[config.mk]
export PLATFORM = sky130hd
export DESIGN_NAME = ddr_tx_framer
export DESIGN_NICKNAME = d
export VERILOG_FILES = /design/src/rtl/ddr_tx_pkg.sv /design/src/rtl/ddr_pair_shifter.sv /design/src/rtl/ddr_tx_framer.sv
export SDC_FILE = /design/constraint.sdc
export NUM_CORES = 1
export LEC_CHECK = 0
export BUFFER_PORTS_ARGS = -buffer_cell sky130_fd_sc_hd__buf_2
export CAP_MARGIN = 0
export CORE_MARGIN = 2
export CORE_UTILIZATION = 47
export CTS_CLUSTER_DIAMETER = 100
export DETAILED_ROUTE_END_ITERATION = 12
export GPL_ROUTABILITY_DRIVEN = 0
export PLACE_DENSITY = 0.73
export SKIP_CTS_REPAIR_TIMING = 1
export SLEW_MARGIN = 20
export SYNTH_ARGS = -nofsm -noshare
export SYNTH_HDL_FRONTEND = slang
export SYNTH_HIERARCHICAL = 1
export SYNTH_SLANG_ARGS = --single-unit
[constraint.sdc]
create_clock -name clk -period 1.4 [get_ports clk]
set_input_delay 0.07 -clock clk [delete_from_list [all_inputs] [get_ports clk]]
set_output_delay 0.07 -clock clk [all_outputs]
set_load 0.02 [all_outputs]
[src/rtl/ddr_tx_pkg.sv]
// ddr_tx_pkg: shared state encoding and preamble pattern for the DDR transmit framer.
package ddr_tx_pkg;
  typedef enum logic [1:0] {
    IDLE  = 2'd0,
    PRE   = 2'd1,
    DATA  = 2'd2,
    GUARD = 2'd3
  } state_t;
  localparam logic PRE_D0 = 1'b1;
  localparam logic PRE_D1 = 1'b0;
endpackage

[src/rtl/ddr_pair_shifter.sv]
// ddr_pair_shifter: word load/shift register yielding the bit pair of the upcoming beat, LSB pair first.
module ddr_pair_shifter #(
  parameter int DATA_W = 8,
  parameter int BW     = 2
) (
  input  logic              clk,
  input  logic              rst,
  input  logic              load,
  input  logic [DATA_W-1:0] data,
  input  logic [BW-1:0]     beat,
  output logic [1:0]        pair,
  output logic              last_beat
);
  localparam int N = DATA_W / 2;
  logic [DATA_W-1:0] sr, sr_n;
  always_comb begin
    sr_n      = load ? data : sr >> 2;
    pair      = sr_n[1:0];
    last_beat = beat == BW'(N - 1);
  end
  always_ff @(posedge clk or posedge rst)
    if (rst) sr <= '0;
    else     sr <= sr_n;
endmodule

[src/rtl/ddr_tx_framer.sv]
// ddr_tx_framer: frames valid/ready words as preamble, DDR data beats and guard for an ODDR output.
// Outputs are registered from next-state values so tx_oen never decodes through a transient state.
module ddr_tx_framer
  import ddr_tx_pkg::*;
#(
  parameter int DATA_W         = 8,
  parameter int PREAMBLE_BEATS = 4,
  parameter int GUARD_BEATS    = 2
) (
  input  logic              clk,
  input  logic              rst,
  input  logic              s_valid,
  output logic              s_ready,
  input  logic [DATA_W-1:0] s_data,
  input  logic              s_last,
  output logic              d0,
  output logic              d1,
  output logic              tx_oen,
  output logic              busy,
  output logic              frame_done,
  output logic              underrun
);
  localparam int N    = DATA_W / 2;
  localparam int BW   = N > 1 ? $clog2(N) : 1;
  localparam int CMAX = PREAMBLE_BEATS > GUARD_BEATS ? PREAMBLE_BEATS : GUARD_BEATS;
  localparam int CW   = CMAX > 1 ? $clog2(CMAX) : 1;
  state_t        state, state_n;
  logic [CW-1:0] cnt, cnt_n;
  logic [BW-1:0] beat, beat_n;
  logic          last_f, last_n;
  logic          hs, pre_end, guard_end, last_beat;
  logic [1:0]    pair;
  ddr_pair_shifter #(.DATA_W(DATA_W), .BW(BW)) u_shift (
    .clk(clk), .rst(rst), .load(hs), .data(s_data), .beat(beat),
    .pair(pair), .last_beat(last_beat)
  );
  always_comb begin
    hs        = s_ready && s_valid;
    pre_end   = state == PRE && cnt == CW'(PREAMBLE_BEATS - 1);
    guard_end = state == GUARD && cnt == CW'(GUARD_BEATS - 1);
    state_n   = state == IDLE ? (s_valid ? PRE : IDLE)
              : state == PRE  ? (pre_end ? (hs ? DATA : GUARD) : PRE)
              : state == DATA ? (last_beat ? (hs ? DATA : GUARD) : DATA)
              : (guard_end ? IDLE : GUARD);
    cnt_n     = (state_n == state && (state == PRE || state == GUARD)) ? cnt + CW'(1) : '0;
    beat_n    = (state == DATA && state_n == DATA && !last_beat) ? beat + BW'(1) : '0;
    last_n    = hs ? s_last : (state == IDLE ? 1'b0 : last_f);
  end
  always_ff @(posedge clk or posedge rst)
    if (rst) begin
      state      <= IDLE;
      cnt        <= '0;
      beat       <= '0;
      last_f     <= 1'b0;
      tx_oen     <= 1'b1;
      d0         <= 1'b0;
      d1         <= 1'b0;
      s_ready    <= 1'b0;
      busy       <= 1'b0;
      frame_done <= 1'b0;
      underrun   <= 1'b0;
    end else begin
      state      <= state_n;
      cnt        <= cnt_n;
      beat       <= beat_n;
      last_f     <= last_n;
      tx_oen     <= state_n == IDLE;
      d0         <= state_n == PRE ? PRE_D0 : state_n == DATA ? pair[0] : 1'b0;
      d1         <= state_n == PRE ? PRE_D1 : state_n == DATA ? pair[1] : 1'b0;
      s_ready    <= (state_n == PRE && cnt_n == CW'(PREAMBLE_BEATS - 1)) ||
                    (state_n == DATA && beat_n == BW'(N - 1) && !last_n);
      busy       <= state_n != IDLE;
      frame_done <= guard_end && last_f;
      underrun   <= state_n == GUARD && state != GUARD && !last_f;
    end
endmodule

==> flow_summary.ini <==
[power_and_ir_drop]
switchingPower_mw = 0.8184
p_leak_nw = 0.5687
p_int_mw = 1.564
swShare_pct = 34.34
comb_power_share_pct = 41.7
power_mw = 2.383
power-per-cell-area_nw_per_um2 = 1988
clkPwrFrac_pct = 20.0
seqPwrFrac_pct = 38.3
irDropWorstVdd_mv = 0.9469

[logic_synthesis]
synth-edff-count = 0
yosysMostFrequentCell = dfrtp_1
synthDistinctLibCells = 29
syn_avg_cell_area_um2 = 12.51
ys_seq_area_share_pct = 54.93
synth-warning-count = 6
yosysTopAreaCell = dfrtp_1
netlist_area_um2 = 913.4
synth_compound_area_share_pct = 6.849
synth_ff_type = dfrtp_1
ys_ff_latch = 20
netlist.area_leader.share_pct = 52.05
synthAdderAreaFrac_pct = 2.740
synth_top_family_by_area = simple AND/OR/NAND/NOR gates
synth_xor_area_share_pct = 0.9589
synth.area.top_cells = dfrtp_1 (52%), mux2_4 (9.9%), dfstp_2 (2.9%), ha_1 (2.7%), buf_4 (2.5%)
synth_mux_area_share_pct = 12.19
synthArstFlopShare_pct = 100.0
synthSimpleGateAreaFrac_pct = 15.75
syn_nets = 87
synthTopCellsByCount = dfrtp_1 (19), mux2_4 (6), inv_1 (4)
postSynthCellCount = 73

[floorplan]
die_y_um = 48.09
io_pins = 19
die_area_um2 = 2312
rows = 15
initial_core_util_pct = 51.23
coreArea_um2 = 1783
die_w_um = 48.09

[run_status]
violations = negative setup slack
outcome = finished, violations left

[global_route]
grt_pass1_wl_mm = 2.608
grt_max_degree = 15
grtUsageTotal_pct = 16.86
antenna_found_initial = 0
grt_pass1_vias = 605
overflow = 0

[clock_network]
clk_path_buf_depth = 2
htreeDepth = 1
clockRootBuffer = clkbuf_4
path_clk_slew_ns = 0.11
cts.sinks = 20
cts_tree = done
cts_buffers = 3
clk_latency_ns = 0.31

[timing]
skew_ns = 0.001283
maxSlewViolCount = 0
hold_viol_final = 0
fin_crit_sh_pct = 100.1
rsz0062_at_grt = yes
whs_ns = 0.01586
tightest_slew_ns = 0.5050
setup_viol = 1
setup_ws_ns = -0.0009670
slew-limit-headroom_pct = 66.29
fmax_mhz = 713.8
min_period_ns = 1.401
finalSetupTns_ns = -0.0009670

[critical_path]
crit_fanout = 4
cp.required_ns = 1.66
crit_path_start_kind = flop
critPathKind = flop to flop
crit_arrival_ns = 1.66
end_kind = flop

[place]
pre_cts_ws_ns = -0.05848
numPortBuffers = 18
post-place-cells = 114
postPlaceCellArea_um2 = 1020
dp_hpwl_mm = 1.056

[finish]
antennaDiodeCount = 0
utilization_pct = 67.23
synthToLayoutAreaGrowth_pct = 31.23
post_route_cells_drive_above_1_share_pct = 50.00
stdcell_count = 125
fin_nets = 115
fin_area_um2 = 1199

[drt]
postRouteAntennaNets = 0
drc = 0
vias_per_cell = 4.840
num_vias = 605
wirelength_mm = 1.650
detail_route.first_pass.iterations = 1
post_drt_wl_per_cell_um = 13.20
drt_first_iter_violations = 0

[worst_hold_path]
hp-class = input port to flop

[job]
drv_cap = 0
state kept, by name, summed over array words and instances, names as in the netlist, 2 cells and up:
name	cells
u_shift/sr	6
beat	2
cnt	2
state	2
power by group through the flow:
stage / clock [mW] / combinational (mW) / sequential [mW]
final: 0.477 / 0.993 / 0.912
after CTS: 0.483 / 0.853 / 0.874
after global routing: 0.505 / 1.08 / 0.942
after detailed placement: 0 / 0.842 / 0.881
after global placement: 0 / 0.818 / 0.872
after floorplan: 0 / 0.649 / 0.913
cells by family (layout without fill, tap and decap cells):
family | count (synthesis) | count (layout)
and+or+nand+nor | 24 | 24
DFF | 20 | 20
AOI/OAI and AO/OA | 9 | 9
buffers and inverters | 9 | 36
muxes | 8 | 8
adders and majority gates | 2 | 2
xor gates and xnor gates | 1 | 1
critical path, stage by stage (launching register included):
cell and delay (ns):
dfrtp_2 0.47, ha_4 0.18, and3b_4 0.20, o21ai_4 0.14, o311ai_4 0.14, buf_4 0.17, nand2b_1 0.06
area by class of cell:
cell class / instances / area, µm²
Clock buffer: 3 / 22.52
Clock inverter: 1 / 30.03
Fill cell: 133 / 584.3
Inverter: 4 / 15.01
Multi-Input combinational cell: 44 / 414.1
Sequential cell: 20 / 505.5
Tap cell: 25 / 31.28
Timing Repair Buffer: 28 / 180.2
routing by layer:
layer	vias to the layer above	share of wire [%]	global-route usage (%)
met2	13	52	29.33
met4	0	1.2	8.108
met5	-	0	0
met3	2	3.1	3.396
li1	297	-	-
met1	293	44	19.63
final timing paths:
kind                            from            end  slack, ns  depth (start not counted)
setup / recovery              cnt[0]           busy     -0.001                          6
hold / removal             s_data[5]  u_shift/sr[5]       0.02                          2
setup reg to reg              cnt[0]           busy     -0.001                          6
hold reg to reg               last_f       underrun       0.49                          1
max in group asynchronous        rst        s_ready       0.71                          3
min in group asynchronous        rst  u_shift/sr[5]       0.20                          3
cell usage in the layout (no fill, tap or decap), types with 2 or more instances in the layout:
master	n
and2_2	2
and2_4	2
and3_1	2
buf_2	18
buf_4	4
clkbuf_4	3
dfrtp_1	16
dfrtp_2	3
dlygate4sd3_1	6
ha_4	2
inv_1	2
inv_2	2
mux2_4	6
nand2_1	3
nand2b_1	3
nor2_1	3
nor2b_1	2
nor3_1	2
o21ai_0	2
o21ai_4	2
Note: power is estimated with default switching activity, not from simulation.
